<file path="src/rtl/alu_sequencer_if.sv">
// alu_sequencer_if -- signal bundle between the sequencer and its environment.
//   instr_*      : instruction handshake (valid/ready) and fields
//   alu_a/b/sel  : registered operands and select toward an external ALU
//   alu_result,
//   alu_carry,
//   alu_zero     : combinational ALU answer coming back
//   wb_*         : one-cycle writeback report
//   flag_c/z,
//   op_count     : status from completed ALU operations
//   dbg_addr/data: combinational register-file peek
// slave  = the sequencer side, master = the driver/ALU side.
interface alu_sequencer_if;
  logic       instr_valid;
  logic       instr_ready;
  logic       instr_load;
  logic [2:0] instr_op;
  logic [1:0] instr_rd;
  logic [1:0] instr_ra;
  logic [1:0] instr_rb;
  logic [3:0] instr_imm;
  logic [3:0] alu_a;
  logic [3:0] alu_b;
  logic [2:0] alu_sel;
  logic [3:0] alu_result;
  logic       alu_carry;
  logic       alu_zero;
  logic       wb_valid;
  logic [1:0] wb_rd;
  logic [3:0] wb_data;
  logic       flag_c;
  logic       flag_z;
  logic [7:0] op_count;
  logic [1:0] dbg_addr;
  logic [3:0] dbg_data;

  modport slave (
    input  instr_valid, instr_load, instr_op, instr_rd, instr_ra, instr_rb,
           instr_imm, alu_result, alu_carry, alu_zero, dbg_addr,
    output instr_ready, alu_a, alu_b, alu_sel, wb_valid, wb_rd, wb_data,
           flag_c, flag_z, op_count, dbg_data
  );

  modport master (
    output instr_valid, instr_load, instr_op, instr_rd, instr_ra, instr_rb,
           instr_imm, alu_result, alu_carry, alu_zero, dbg_addr,
    input  instr_ready, alu_a, alu_b, alu_sel, wb_valid, wb_rd, wb_data,
           flag_c, flag_z, op_count, dbg_data
  );
endinterface

</file>
<file path="src/rtl/alu_sequencer.sv">
// alu_sequencer -- two-state sequencer around a 4x4-bit register file that
// executes load-immediate instructions in one cycle and drives an external
// combinational ALU for register-register operations (accept + one EXEC cycle).
// Ports:
//   clk   : rising-edge clock
//   rst_n : asynchronous active-low reset
//   bus   : alu_sequencer_if.slave (instruction handshake, ALU operands and
//           result, writeback report, flags, op counter, debug read)
module alu_sequencer (
  input  logic              clk,
  input  logic              rst_n,
  alu_sequencer_if.slave    bus
);

  typedef enum logic {IDLE = 1'b0, EXEC = 1'b1} state_t;

  state_t          r_state;
  state_t          w_state_nxt;
  logic            w_ready;
  logic            w_accept;

  logic [3:0][3:0] r_rf;
  logic [3:0]      r_alu_a;
  logic [3:0]      r_alu_b;
  logic [2:0]      r_alu_sel;
  logic [1:0]      r_rd;
  logic            r_wb_valid;
  logic [1:0]      r_wb_rd;
  logic [3:0]      r_wb_data;
  logic            r_flag_c;
  logic            r_flag_z;
  logic [7:0]      r_op_count;

  // State register
  always_ff @(posedge clk or negedge rst_n) begin
    if (!rst_n) r_state <= IDLE;
    else        r_state <= w_state_nxt;
  end

  // Next state and handshake. Ready is gated by rst_n so it reads 0 while
  // reset is held and rises as soon as reset is released.
  always_comb begin
    w_state_nxt = r_state;
    w_ready     = 1'b0;
    w_accept    = 1'b0;
    case (r_state)
      IDLE: begin
        w_ready  = rst_n;
        w_accept = bus.instr_valid & w_ready;
        if (w_accept && !bus.instr_load) w_state_nxt = EXEC;
      end
      EXEC: w_state_nxt = IDLE;
      default: w_state_nxt = IDLE;
    endcase
  end

  // Datapath. Accepts only happen in IDLE and writeback of an ALU op only in
  // EXEC, so the two register-file write ports never collide. Operands are
  // read from r_rf before the edge, which gives load-then-use and
  // rd==ra forwarding-free correctness for free.
  always_ff @(posedge clk or negedge rst_n) begin
    if (!rst_n) begin
      r_rf       <= '0;
      r_alu_a    <= '0;
      r_alu_b    <= '0;
      r_alu_sel  <= '0;
      r_rd       <= '0;
      r_wb_valid <= 1'b0;
      r_wb_rd    <= '0;
      r_wb_data  <= '0;
      r_flag_c   <= 1'b0;
      r_flag_z   <= 1'b0;
      r_op_count <= '0;
    end else begin
      r_wb_valid <= 1'b0;
      if (w_accept) begin
        if (bus.instr_load) begin
          r_rf[bus.instr_rd] <= bus.instr_imm;
          r_wb_rd            <= bus.instr_rd;
          r_wb_data          <= bus.instr_imm;
          r_wb_valid         <= 1'b1;
        end else begin
          r_alu_a   <= r_rf[bus.instr_ra];
          r_alu_b   <= r_rf[bus.instr_rb];
          r_alu_sel <= bus.instr_op;
          r_rd      <= bus.instr_rd;
        end
      end
      if (r_state == EXEC) begin
        r_rf[r_rd] <= bus.alu_result;
        r_wb_rd    <= r_rd;
        r_wb_data  <= bus.alu_result;
        r_wb_valid <= 1'b1;
        r_flag_c   <= bus.alu_carry;
        r_flag_z   <= bus.alu_zero;
        r_op_count <= r_op_count + 8'd1;
      end
    end
  end

  assign bus.instr_ready = w_ready;
  assign bus.alu_a       = r_alu_a;
  assign bus.alu_b       = r_alu_b;
  assign bus.alu_sel     = r_alu_sel;
  assign bus.wb_valid    = r_wb_valid;
  assign bus.wb_rd       = r_wb_rd;
  assign bus.wb_data     = r_wb_data;
  assign bus.flag_c      = r_flag_c;
  assign bus.flag_z      = r_flag_z;
  assign bus.op_count    = r_op_count;
  assign bus.dbg_data    = r_rf[bus.dbg_addr];

endmodule

</file>
<file path="src/flat_wrapper.sv">
// flat-port wrapper written by rule: the top's interface ports become plain ports
module alu_sequencer_flat 
  (clk, rst_n, bus_instr_valid, bus_instr_load, bus_instr_op, bus_instr_rd, bus_instr_ra, bus_instr_rb, bus_instr_imm, bus_alu_result, bus_alu_carry, bus_alu_zero, bus_dbg_addr, bus_instr_ready, bus_alu_a, bus_alu_b, bus_alu_sel, bus_wb_valid, bus_wb_rd, bus_wb_data, bus_flag_c, bus_flag_z, bus_op_count, bus_dbg_data);
  alu_sequencer_if bus_i ();
  input  logic clk;
  input  logic rst_n;
  input wire logic [$bits(bus_i.instr_valid)-1:0] bus_instr_valid;
  input wire logic [$bits(bus_i.instr_load)-1:0] bus_instr_load;
  input wire logic [$bits(bus_i.instr_op)-1:0] bus_instr_op;
  input wire logic [$bits(bus_i.instr_rd)-1:0] bus_instr_rd;
  input wire logic [$bits(bus_i.instr_ra)-1:0] bus_instr_ra;
  input wire logic [$bits(bus_i.instr_rb)-1:0] bus_instr_rb;
  input wire logic [$bits(bus_i.instr_imm)-1:0] bus_instr_imm;
  input wire logic [$bits(bus_i.alu_result)-1:0] bus_alu_result;
  input wire logic [$bits(bus_i.alu_carry)-1:0] bus_alu_carry;
  input wire logic [$bits(bus_i.alu_zero)-1:0] bus_alu_zero;
  input wire logic [$bits(bus_i.dbg_addr)-1:0] bus_dbg_addr;
  output wire logic [$bits(bus_i.instr_ready)-1:0] bus_instr_ready;
  output wire logic [$bits(bus_i.alu_a)-1:0] bus_alu_a;
  output wire logic [$bits(bus_i.alu_b)-1:0] bus_alu_b;
  output wire logic [$bits(bus_i.alu_sel)-1:0] bus_alu_sel;
  output wire logic [$bits(bus_i.wb_valid)-1:0] bus_wb_valid;
  output wire logic [$bits(bus_i.wb_rd)-1:0] bus_wb_rd;
  output wire logic [$bits(bus_i.wb_data)-1:0] bus_wb_data;
  output wire logic [$bits(bus_i.flag_c)-1:0] bus_flag_c;
  output wire logic [$bits(bus_i.flag_z)-1:0] bus_flag_z;
  output wire logic [$bits(bus_i.op_count)-1:0] bus_op_count;
  output wire logic [$bits(bus_i.dbg_data)-1:0] bus_dbg_data;
  assign bus_i.instr_valid = bus_instr_valid;
  assign bus_i.instr_load = bus_instr_load;
  assign bus_i.instr_op = bus_instr_op;
  assign bus_i.instr_rd = bus_instr_rd;
  assign bus_i.instr_ra = bus_instr_ra;
  assign bus_i.instr_rb = bus_instr_rb;
  assign bus_i.instr_imm = bus_instr_imm;
  assign bus_i.alu_result = bus_alu_result;
  assign bus_i.alu_carry = bus_alu_carry;
  assign bus_i.alu_zero = bus_alu_zero;
  assign bus_i.dbg_addr = bus_dbg_addr;
  assign bus_instr_ready = bus_i.instr_ready;
  assign bus_alu_a = bus_i.alu_a;
  assign bus_alu_b = bus_i.alu_b;
  assign bus_alu_sel = bus_i.alu_sel;
  assign bus_wb_valid = bus_i.wb_valid;
  assign bus_wb_rd = bus_i.wb_rd;
  assign bus_wb_data = bus_i.wb_data;
  assign bus_flag_c = bus_i.flag_c;
  assign bus_flag_z = bus_i.flag_z;
  assign bus_op_count = bus_i.op_count;
  assign bus_dbg_data = bus_i.dbg_data;
  alu_sequencer u_core (.clk(clk), .rst_n(rst_n), .bus(bus_i));
endmodule
</file>
<file path="config.mk">
export PLATFORM = sky130hd
export DESIGN_NAME = alu_sequencer_flat
export DESIGN_NICKNAME = d
export VERILOG_FILES = /design/src/rtl/alu_sequencer_if.sv /design/src/rtl/alu_sequencer.sv /design/src/flat_wrapper.sv
export SDC_FILE = /design/constraint.sdc
export NUM_CORES = 1
export LEC_CHECK = 0
export BUFFER_PORTS_ARGS = -buffer_cell sky130_fd_sc_hd__buf_2
export CAP_MARGIN = 15
export CORE_ASPECT_RATIO = 2
export CORE_MARGIN = 4
export CORE_UTILIZATION = 50
export CTS_BUF_LIST = sky130_fd_sc_hd__clkbuf_2
export CTS_CLUSTER_DIAMETER = 150
export DETAILED_ROUTE_END_ITERATION = 16
export PLACE_DENSITY = 0.78
export SYNTH_ARGS = -nofsm -noshare
export SYNTH_HDL_FRONTEND = slang
export SYNTH_SLANG_ARGS = --single-unit
</file>
<file path="constraint.sdc">
create_clock -name clk -period 1.36 [get_ports clk]
set_input_delay 0 -clock clk [delete_from_list [all_inputs] [get_ports clk]]
set_output_delay 0 -clock clk [all_outputs]
set_load 0.03 [all_outputs]
</file>
## Word-level counts from Yosys, hierarchy flattened

Cells that the tools add are included.

| storage, ports and cells | value |
|---|---|
| flip-flop bits (word level) | 47 |
| input bits | 25 |
| output and inout bits | 33 |
| word-level logic and storage cells | 62 |

| cells by class | value |
|---|---|
| add/subtract/negate cells | 1 |
| order comparisons | 7 |
| multiplexer cells | 28 |
| bitwise logic cells | 3 |
| reduce and logical (&&, ||, !) cells | 8 |

Operators with widths:

| cell | number |
|---|---|
| $mux 16 | 3 |
| $bwmux 16 | 2 |
| $mux 4 | 8 |
| $bmux 4 s2 | 3 |
| $demux 4 s2 | 2 |
| $lt 2x3->1 const B | 5 |
| $add 8x1->8 const B | 1 |
| $mux 1 | 6 |
| $mux 2 | 3 |
| $ge 2x1->1 const B | 2 |
| $reduce_and 2->1 | 2 |
| $reduce_bool 2->1 | 2 |
| $logic_and 1x1->1 | 3 |
| $not 1->1 | 2 |
| $pmux 1 s2 | 1 |
| $and 1x1->1 | 1 |
| $logic_not 1->1 | 1 |

## Longest topological paths before layout

Gate-level depths: netlist of the first run.

| logic depth | value |
|---|---|
| word-level depth | 9 |
| depth in mapped cells | 5 |
| depth with buffers taken out | 3 |

## Worst setup path after synthesis of the first run

No wires, ideal clock.

| timing | value |
|---|---|
| path type | register to register |
| start | reg u_core.r_state |
| end | reg u_core.r_alu_b[0] (netlist: u_core.bus.alu_b[0]) |
| library setup time | 0.125 ns |
| arrival time | 1.472 ns |
| data required time | 1.235 ns |
| setup slack | -0.237 ns |
| stages on the path, launching flop included | 6 |
| buffers on the path | 2 |
| clock period less this slack | 1.597 ns |
| cells stage by stage | dfrtp_1 nor2b_2 and3b_1 buf_6 buf_12 mux2_4 |

| on the way | value |
|---|---|
| cells in the longest elaborated chain, start to end | 2 |

RTL lines:

| element | RTL line | RTL |
|---|---|---|
| start: declaration | alu_sequencer.sv:17 | `state_t r_state;` |
| start signal: assignment | alu_sequencer.sv:37 | `else r_state <= w_state_nxt;` |
| $mux 1 | alu_sequencer.sv:46 | `case (r_state)` |
| $reduce_and 2->1 (no source line) | -- |  |
| end signal: assignment | alu_sequencer.sv:84 | `r_alu_b <= r_rf[bus.instr_rb];` |
| end: declaration | alu_sequencer.sv:24 | `logic [3:0] r_alu_b;` |

Every way passes these cells.
A chain may end at the register's enable or synchronous reset.

## Worst setup path in the final report of the first run

| timing | value |
|---|---|
| start | reg u_core.r_rf[8] (netlist name) |
| end | out bus_dbg_data[0] |

| on the way | value |
|---|---|
| cells in the longest elaborated chain, start to end | 2 |

RTL lines:

| element | RTL line | RTL |
|---|---|---|
| start: declaration | alu_sequencer.sv:22 | `logic [3:0][3:0] r_rf;` |
| start signal: indexed assignment | alu_sequencer.sv:78 | `r_rf[bus.instr_rd] <= bus.instr_imm;` |
| start signal: indexed assignment | alu_sequencer.sv:90 | `r_rf[r_rd] <= bus.alu_result;` |
| $bmux 4 s2 | alu_sequencer.sv:111 | `assign bus.dbg_data = r_rf[bus.dbg_addr];` |
| $mux 4 (not written as such) | alu_sequencer.sv:111 |  |
| end: declaration | flat_wrapper.sv:28 | `output wire logic [$bits(bus_i.dbg_data)-1:0] bus_dbg_data;` |

Every way passes these cells. The select of a mux whose other input is x is not followed.

==> reports/results.tsv, run 1 <==
metric	value	unit
fin crit period	1.58	ns
vias in the first global route	2290	
Slowest-stage cell, CP	mux4_2	
Max H-tree Level	2	
cells along the critical path	mux4_2 -> buf_6	
site row count	35	
Clock Tree Root	clkbuf_2	
final period utilization	116	%
total CTS buffers	5	
worst path required time	1.36	ns
maximum net fanout on the critical path	4	
post-DP HPWL	4740	µm
core box area	4690	µm²
Hold Fails Final Rpt	0	
Final setup viols	28	
post-synth cell types	38	
vias per cell	6.21	
Synth Cell Area	2460	µm²
worst slew pin tran	0.517	ns
hold_ws	0.0350	ns
height of the die	107	µm
setup slack at placement	-0.0926	ns
io pins	58	
CTS tree	yes	
Worst Path Arrival	1.58	ns
worst vdd ir	1.16	mV
Slew headroom	65.5	%
die area	6170	µm²
CP peak stage delay	0.50	ns
router iterations before antenna repair	4	
Setup crit end kind	output port	
largest net degree at the start of global routing	41	
violated checks	setup timing	
critical path launch point type	flip-flop	
Synth warnings	0	
CTS sink cnt	47	
Leak Pwr	0.00167	µW
Post-Syn Area per Cell	12.2	µm²
Yosys top cell area share	47.8	%
Longest Clk Path Bufs	2	
global route overflow	0	
via count	2311	
Mapped Nets	228	
Hold WC Path Type	primary input to flip-flop	
Crit Path Class	flip-flop to output port	
gp weighted congestion	0.927	
Synth area leaders	dfrtp_1, mux4_2, mux2_4, mux2_2, a31oi_1	
share of layout cells above drive strength 1	54.4	%
PnR worst setup slack	-0.216	ns
DRC Markers	0	
post-route ant nets	0	
Seq/Total Area, Yosys	47.8	%
pwr dens	1550	nW/µm²
Yosys top cell by area	dfrtp_1	
max-capacitance violation count	0	
clock slew at reported path FFs	0.23	ns
most frequent cells in the layout	buf_2, dfrtp_1, buf_6	
global-route wire length before repair	11700	µm
synthesized flop and latch total	47	
Clock Latency Late Sink	0.43	ns
Routed WL	7990	µm
fin. max-slew vios	0	
most common cell after layout, fill and taps aside	buf_2	
die width	57.6	µm
run status	complete, but fails checks	
Post-Route Skew	0.0260	ns
Max Freq	635	MHz
buffers added on ports	57	
DR WL/cell	21.5	µm
initial antenna violation count	1	
Worst Hold Path Cells	3	
Cells after Synth	202	
Tot GR Track Use	25.4	%
initial detailed-routing violation count	131	
P&R area growth vs syn	47.9	%
RSZ-0062 raised after global routing	yes	
starting density of the core	52.5	%
R2R depth	6	
nets	343	
critical path: cells and delay by family, from the launching register on:
family	cells	cell delay (ns)
DFF	1	0.49
buffers and inverters	1	0.16
muxes	1	0.50
registers in the layout, summed over array words and instances, names as in the netlist:
signal,cells
u_core.bus.flag_c,1
u_core.bus.alu_sel,3
u_core.bus.alu_b,4
u_core.r_state,1
u_core.r_rf,16
u_core.bus.op_count,8
u_core.bus.alu_a,4
u_core.bus.flag_z,1
u_core.r_rd,2
u_core.bus.wb_data,4
u_core.bus.wb_valid,1
u_core.bus.wb_rd,2
routing by layer:
| layer | vias to the layer above | GRT usage [%] | wire [µm] |
|---|---|---|---|
| met3 | 50 | 4.82 | 460 |
| met1 | 1124 | 25.8 | 2540 |
| met5 | - | 0 | 0 |
| met2 | 140 | 44.4 | 4410 |
| li1 | 997 | - | - |
| met4 | 0 | 18.1 | 586 |
cells in the mapped netlist:
| cell type | instances |
|---|---|
| nor2b_1 | 1 |
| nand2b_1 | 2 |
| mux2i_1 | 4 |
| xor2_1 | 3 |
| and3_1 | 2 |
| buf_4 | 1 |
| nor2b_2 | 1 |
| o311ai_0 | 1 |
| dfrtp_1 | 47 |
| nand2_1 | 9 |
| nor3b_1 | 1 |
| buf_2 | 5 |
| a21oi_1 | 4 |
| buf_6 | 1 |
| ha_1 | 1 |
| nor3_1 | 1 |
| nand3_1 | 11 |
| and4_1 | 5 |
| inv_1 | 1 |
| or2_2 | 1 |
| and2_1 | 4 |
| o21ai_0 | 13 |
| and3b_1 | 1 |
| buf_12 | 1 |
| nand3_2 | 1 |
| clkbuf_1 | 2 |
| o31ai_1 | 3 |
| nand3b_1 | 2 |
| mux2_4 | 9 |
| clkbuf_2 | 2 |
| nand4_1 | 6 |
| nor2_1 | 15 |
| a221o_1 | 4 |
| mux4_2 | 12 |
| xnor2_1 | 4 |
| or3b_2 | 1 |
| a31oi_1 | 11 |
| mux2_2 | 9 |
what timing repair did:
action	in CTS	in global routing
hold buffers	19	0
gates cloned	1	0
gates resized for setup	45	51
pin swaps	11	13
endpoints found under the setup margin	32	36
buffers inserted	20	15
hold endpoints to repair	75	0
stage by stage:
| stage | instance area [µm²] | std cells | TNS (ns) | utilization [%] | power, µW |
|---|---|---|---|---|---|
| CTS | 3390 | 360 | -1.92 | 72.3 | 5330 |
| global route | 3640 | 372 | -5.08 | 77.7 | 5900 |
| detailed placement | 2850 | 315 | -0.916 | 60.8 | 4310 |
| floorplan | 2460 | 202 | -1.36 | - | 3590 |
| global placement | 2850 | 315 | -0.285 | 60.8 | 4230 |
| finish | 3640 | 372 | -2.96 | 77.7 | 5650 |
path summary, 6_finish.rpt:
check / from / to / slack [ns]
setup / recovery: u_core.r_rf[8]$_DFF_PN0_ / bus_dbg_data[0] / -0.22
setup reg to reg: u_core.r_state$_DFF_PN0_ / u_core.r_rf[4]$_DFF_PN0_ / -0.14
max in group asynchronous: rst_n / u_core.bus.op_count[0]$_DFFE_PN0P_ / 0.59
hold / removal: bus_instr_ra[1] / u_core.bus.alu_a[0]$_DFFE_PN0P_ / 0.03
hold reg to reg: u_core.bus.op_count[7]$_DFFE_PN0P_ / u_core.bus.op_count[7]$_DFFE_PN0P_ / 0.47
min in group asynchronous: rst_n / u_core.bus.wb_rd[1]$_DFFE_PN0P_ / 0.14
cell type report:
| cell class | count | area, µm² |
|---|---|---|
| Multi-Input combinational cell | 142 | 1410 |
| Sequential cell | 47 | 1180 |
| Fill cell | 263 | 1050 |
| Timing Repair Buffer | 120 | 945 |
| Tap cell | 55 | 68.8 |
| Clock buffer | 6 | 30.0 |
| Inverter | 1 | 3.75 |
| Antenna cell | 1 | 2.50 |
cells by family after synthesis:
kind of cell    synth area share, %
simple gates                   14.3
flops                          47.8
buf+inv                        3.46
fa+ha+maj                     0.509
xor+xnor                       2.49
mux                            22.2
compound gates                 9.16
where the power goes:
part,leakage (µW),total (µW),internal [µW],switching [µW]
clock network,0.0000249,547,116,431
registers,0.000572,2230,1830,398
logic,0.00107,2880,1400,1480
total,0.00167,5650,3350,2310
Power figures use the tool's default switching activity.
==> inputs of run 2 (changes only) <==
--- a/config.mk
+++ b/config.mk
@@ -6,13 +6,16 @@
 export NUM_CORES = 1
 export LEC_CHECK = 0
+export ABC_AREA = 1
 export BUFFER_PORTS_ARGS = -buffer_cell sky130_fd_sc_hd__buf_2
 export CAP_MARGIN = 15
+export CELL_PAD_IN_SITES_DETAIL_PLACEMENT = 0
+export CELL_PAD_IN_SITES_GLOBAL_PLACEMENT = 1
 export CORE_ASPECT_RATIO = 2
 export CORE_MARGIN = 4
-export CORE_UTILIZATION = 50
+export CORE_UTILIZATION = 36
 export CTS_BUF_LIST = sky130_fd_sc_hd__clkbuf_2
 export CTS_CLUSTER_DIAMETER = 150
 export DETAILED_ROUTE_END_ITERATION = 16
-export PLACE_DENSITY = 0.78
+export PLACE_DENSITY_LB_ADDON = 0.1
 export SYNTH_ARGS = -nofsm -noshare
 export SYNTH_HDL_FRONTEND = slang
==> constraint.sdc (replaced) <==
create_clock -name clk -period 1.36 [get_ports clk]
set_input_delay 0 -clock clk [delete_from_list [all_inputs] [get_ports clk]]
set_output_delay 0 -clock clk [all_outputs]
set_load 0.005 [all_outputs]
==> run 2 against run 1 <==
  * The flow finishes with violations (hold timing)
  * Worst hold slack got worse by 0.41 ns
  * Sequential power is 7% lower
  * Final cell count rose by 42%
  * Critical path type unchanged
  * Critical endpoint is now bus_dbg_data[2]
==> reports/results.tsv, run 2 <==
metric	value	unit
run status	complete, but fails checks	
via count	2535	
DR WL/cell	14.4	µm
maximum net fanout on the critical path	2	
post-route ant nets	0	
Setup crit end kind	output port	
max reg flops	16	
router iterations before antenna repair	4	
total CTS buffers	5	
Worst Path Buf+Inv	2	
Internal Power	2680	µW
pwr dens	1270	nW/µm²
Mapped Nets	375	
Crit. Startpoint	u_core.r_rf[6]$_DFF_PN0_	
setup slack at placement	0.132	ns
hold buffers post-CTS	19	
Final setup viols	0	
Worst Path Arrival	1.35	ns
initial antenna violation count	1	
largest net degree at the start of global routing	49	
Most used DFF post-synth	dfrtp_1	
gp weighted congestion	0.869	
Seq pwr share	48.8	%
CTS tree	yes	
Tot GR Track Use	19.2	%
Max Freq	743	MHz
height of the die	127	µm
Yosys top cell by area	dfrtp_1	
Hold Fails Final Rpt	48	
initial detailed-routing violation count	93	
buffers added on ports	57	
Synth Cell Area	2550	µm²
nets	464	
die width	67.5	µm
global-route wire length before repair	12300	µm
Async SR Flop Fraction	100	%
core box area	6890	µm²
synth cell count leaders	nand2_1, dfrtp_1, inv_1	
Leak Pwr	0.00181	µW
Clock Power Share	18.7	%
Synth warnings	0	
DRC Markers	0	
PnR worst setup slack	0.0135	ns
hold_ws	-0.374	ns
worst vdd ir	0.863	mV
Crit Path Class	flip-flop to output port	
placed insts	493	
vias per cell	4.78	
most frequent cells in the layout	nand2_1, buf_2, dfrtp_1	
post-layout util	48.7	%
Slowest-stage cell, CP	dfrtp_1	
synthesized flop and latch total	47	
fin. max-slew vios	0	
Cells after Synth	349	
Post-Syn Area per Cell	7.30	µm²
Most Frequent Cell on Critical Path	a21oi_1	
RSZ-0062 raised after global routing	yes	
worst path required time	1.36	ns
Crit path max-delay family	flip-flops	
global route overflow	0	
count leader, synth	nand2_1	
Hold WC Path Type	primary input to async pin	
Max H-tree Level	2	
P&R area growth vs syn	31.8	%
Synth area leaders	dfrtp_1, nand2_1, nand3_1, inv_1, a21oi_1	
Clock Tree Root	clkbuf_2	
cells along the critical path	inv_2 -> o21ai_1 -> a21oi_1 -> a21oi_1 -> buf_2	
Comb power frac	32.5	%
post-synth cell types	22	
clock slew at reported path FFs	0.24	ns
CTS sink cnt	47	
die area	8560	µm²
Post-Route Skew	0.0225	ns
vias in the first global route	2495	
Clock Latency Late Sink	0.45	ns
worst slew pin tran	0.607	ns
fin crit period	1.35	ns
starting density of the core	37.0	%
post-DP HPWL	5670	µm
site row count	43	
final period utilization	99.0	%
Longest Clk Path Bufs	2	
critical path launch point type	flip-flop	
CP peak stage delay	0.43	ns
Yosys top cell area share	46.2	%
most common cell after layout, fill and taps aside	nand2_1	
share of layout cells above drive strength 1	25.1	%
switching pwr	1590	µW
Switching Share	37.2	%
EDFF count, synth	0	
dpl cell area	2960	µm²
Slew headroom	59.5	%
final instance area	3360	µm²
io pins	58	
Worst R2R Start	u_core.r_state$_DFF_PN0_	
Layout Cells excl Fill	530	
max-capacitance violation count	0	
Routed WL	7640	µm
Top reg by flops	u_core.r_rf	
violated checks	hold timing	
Seq/Total Area, Yosys	46.2	%
## run 2: changes by cell type after synthesis, sizes merged, moves of 5 or more
cell	change
a21oi	+16
a31oi	-11
and4	-5
inv	+39
mux2	-18
mux4	-12
nand2	+127
nand3	+16
nor2	-5
o211ai	+8
o21ai	+12
## run 2: path summary, 6_finish.rpt
kind | endpoint | slack (ns) | cells after the start
min | u_core.bus.wb_data[1]$_DFFE_PN0P_ | -0.37 | 2
max | bus_dbg_data[2] | 0.01 | 5
min in group clk | u_core.bus.wb_valid$_DFF_PN0_ | -0.03 | 3
min reg2reg | u_core.bus.op_count[7]$_DFFE_PN0P_ | 0.50 | 1
max in group asynchronous | u_core.r_rf[12]$_DFF_PN0_ | 1.33 | 2
max reg2reg | u_core.bus.op_count[5]$_DFFE_PN0P_ | 0.07 | 6
## run 2: per-stage QoR
step	total power, µW	TNS [ns]
after global routing	4610	-0.461
after global placement	3340	0
after CTS	4280	-0.179
after detailed placement	3360	0
final	4260	0
after floorplan	2760	0
## run 2: layout make-up
type | instances | area, µm²
repair buffers | 95 | 636
well taps | 90 | 113
clock inverters | 3 | 43.8
repair inverters | 1 | 7.51
inverters | 40 | 155
diodes | 1 | 2.50
clock buffers | 5 | 25.0
multi-input cells | 248 | 1200
flip-flops and latches | 47 | 1180
fillers | 773 | 3530
## run 2: timing repair
action                                 4_1_cts  5_1_grt
gates resized for setup                      8       23
setup endpoints to repair                    5       34
setup buffers                                6        1
endpoints found under the hold margin       84       48
cloned                                       0        3
pin swaps                                    1        5
## run 2: per-layer routing
metal	vias to the layer above	GRT usage, %	part of all wire, %
met5	-	0	0
met4	0	8.37	2.8
met3	12	2.92	3.6
met2	60	35.2	58
met1	1174	20.7	36
li1	1289	-	-
## run 2: kinds of logic (layout without fill, tap and decap cells)
family | after synthesis | count (layout) | synth area share, %
AOI/OAI and AO/OA | 54 | 54 | 11.5
xor gates and xnor gates | 6 | 6 | 2.06
adders and majority gates | 1 | 1 | 0.491
buffers and inverters | 54 | 144 | 8.65
DFF | 47 | 47 | 46.2
other | 0 | 1 | 0
and+or+nand+nor | 187 | 187 | 31.1
## run 2: power groups by stage
stage	Sequential, µW	Clock (µW)	Combinational (µW)
floorplan	2030	0	731
global placement	2100	0	1250
detailed placement	2100	0	1260
CTS	2080	830	1370
global route	2130	884	1590
finish	2080	798	1390
==> inputs of run 3 (changes only) <==
Settings changed: CORE_UTILIZATION 36 to 30.
==> run 3 against run 2 <==
  * Count of clock-buffer cells in the layout stayed put
  * Highest routed layer unchanged
  * Global-route usage shrank 2.5 points
  * Via count decreased by 0.95%
  * Combinational power hardly changed
  * Sequential power is essentially flat
  * First-iteration DRC count rose by 18%
  * Sequential share of layout area up 0.050 points
  * Clock power grew 2%
  * The flow finishes with violations (hold timing, setup timing)
  * Maximum frequency shrank 2.0%
  * Routed wire length is 5.7% higher
  * Core utilization is 8.3 points lower
==> reports/results.tsv, run 3 (synthesis results as in run 2) <==
metric	value	unit
largest net degree at the start of global routing	49	
PnR worst setup slack	-0.0141	ns
max-capacitance violation count	0	
final period utilization	101	%
Seq pwr share	48.7	%
clock slew at reported path FFs	0.29	ns
Longest Clk Path Bufs	2	
buffers added on ports	57	
final instance area	3360	µm²
Clock Power Share	18.9	%
Slew headroom	58.1	%
global-route wire length before repair	12800	µm
initial detailed-routing violation count	110	
most common cell after layout, fill and taps aside	nand2_1	
post-route ant nets	0	
Max Freq	728	MHz
nets	463	
maximum net fanout on the critical path	2	
R2R depth	7	
Setup crit end kind	output port	
max reg flops	16	
fin crit period	1.37	ns
Hold WC Path Type	primary input to async pin	
Comb power frac	32.5	%
DR WL/cell	15.0	µm
hold_ws	-0.399	ns
core box area	8290	µm²
Worst Path Arrival	1.37	ns
FF/Latch Area	1180	µm²
height of the die	138	µm
Final setup viols	3	
total CTS buffers	5	
Setup crit end	bus_dbg_data[1]	
Worst R2R Start	u_core.r_state$_DFF_PN0_	
global route overflow	0	
Routed WL	8080	µm
Switching Share	37.4	%
run status	complete, but fails checks	
CTS tree	yes	
die area	10100	µm²
io pins	58	
vias per cell	4.68	
Post-Route Skew	0.0578	ns
Final Power	4300	µW
footprint of the multi-input gates	1200	µm²
Tot GR Track Use	16.8	%
critical path launch point type	flip-flop	
Crit Path Class	flip-flop to output port	
Clock Latency Late Sink	0.47	ns
DRC Markers	0	
violated checks	hold timing, setup timing	
Leak Pwr	0.00180	µW
post-DP HPWL	6140	µm
pwr dens	1280	nW/µm²
initial antenna violation count	1	
Crit Reg-Reg Endpoint	u_core.r_rf[3]$_DFF_PN0_	
most frequent cells in the layout	nand2_1, buf_2, dfrtp_1	
CTS sink cnt	47	
Max H-tree Level	2	
site row count	47	
via count	2511	
die width	73.1	µm
hold buffers post-CTS	21	
dpl cell area	2960	µm²
fin. max-slew vios	0	
Reg2Reg Setup Slack	0.11	ns
gp weighted congestion	0.809	
Clock Tree Root	clkbuf_2	
fillers	886	
starting density of the core	30.7	%
worst slew pin tran	0.628	ns
RSZ-0062 raised after global routing	yes	
Crit. Startpoint	u_core.r_rf[5]$_DFF_PN0_	
worst path required time	1.36	ns
P&R area growth vs syn	31.8	%
router iterations before antenna repair	4	
Top reg by flops	u_core.r_rf	
worst vdd ir	0.663	mV
share of layout cells above drive strength 1	24.0	%
Internal Power	2690	µW
Hold Fails Final Rpt	48	
vias in the first global route	2441	
switching pwr	1610	µW
[run 3: final cells by class]
cell class	instances	area share [%]
Sequential cell	47	35.1
Tap cell	98	3.65
Antenna cell	1	0.0746
Clock buffer	5	0.746
Multi-Input combinational cell	248	35.6
Timing Repair Buffer	95	19.1
Clock inverter	3	1.27
Inverter	40	4.47
[run 3: worst min path at each step]
| stage | end | slack [ns] | cells past startpoint |
|---|---|---|---|
| 4_1_cts | u_core.r_rf[7]$_DFF_PN0_ | -0.40 | 2 |
| 3_3_place_gp | u_core.bus.wb_data[1]$_DFFE_PN0P_ | 0.17 | 2 |
| 6_report | u_core.bus.alu_a[3]$_DFFE_PN0P_ | -0.40 | 2 |
| 3_5_place_dp | u_core.bus.wb_data[0]$_DFFE_PN0P_ | 0.17 | 2 |
| 2_1_floorplan | u_core.bus.alu_a[0]$_DFFE_PN0P_ | -0.30 | 0 |
| 5_1_grt | u_core.bus.alu_a[3]$_DFFE_PN0P_ | -0.39 | 2 |
[run 3: metrics by stage]
stage | utilization [%] | instances | setup slack, ns | setup TNS [ns]
2_1_floorplan | - | 349 | 0.193 | 0
3_3_place_gp | 35.7 | 499 | 0.115 | 0
3_5_place_dp | 35.7 | 499 | 0.101 | 0
4_1_cts | 39.6 | 533 | -0.0734 | -0.255
5_1_grt | 40.5 | 537 | -0.126 | -0.489
6_report | 40.5 | 537 | -0.0141 | -0.0293
[run 3: per-layer routing]
metal / up-vias / GRT usage [%] / part of all wire, %
li1: 1290 / - / -
met1: 1133 / 18.0 / 35
met2: 71 / 30.6 / 57
met3: 17 / 2.18 / 3.9
met4: 0 / 8.27 / 4.0
met5: - / 0 / 0
[run 3: power by group through the flow]
| stage | registers (µW) | logic (µW) | clock network (µW) |
|---|---|---|---|
| after floorplan | 2030 | 731 | 0 |
| after global placement | 2110 | 1260 | 0 |
| after detailed placement | 2120 | 1270 | 0 |
| after CTS | 2090 | 1390 | 850 |
| after global routing | 2140 | 1610 | 894 |
| final | 2090 | 1400 | 811 |
[run 3: repair_timing]
item / 4_1_cts / 5_1_grt
hold endpoints to repair: 84 / 48
pin swaps: 1 / 2
setup buffers: 5 / 3
gates resized for setup: 8 / 15
endpoints found under the setup margin: 5 / 20
[run 3: worst max-delay path: stages (launching register included)]
cell,delay [ns]
dfrtp_1,0.44
inv_2,0.08
o21ai_2,0.06
a21oi_1,0.14
a21oi_1,0.06
buf_2,0.12
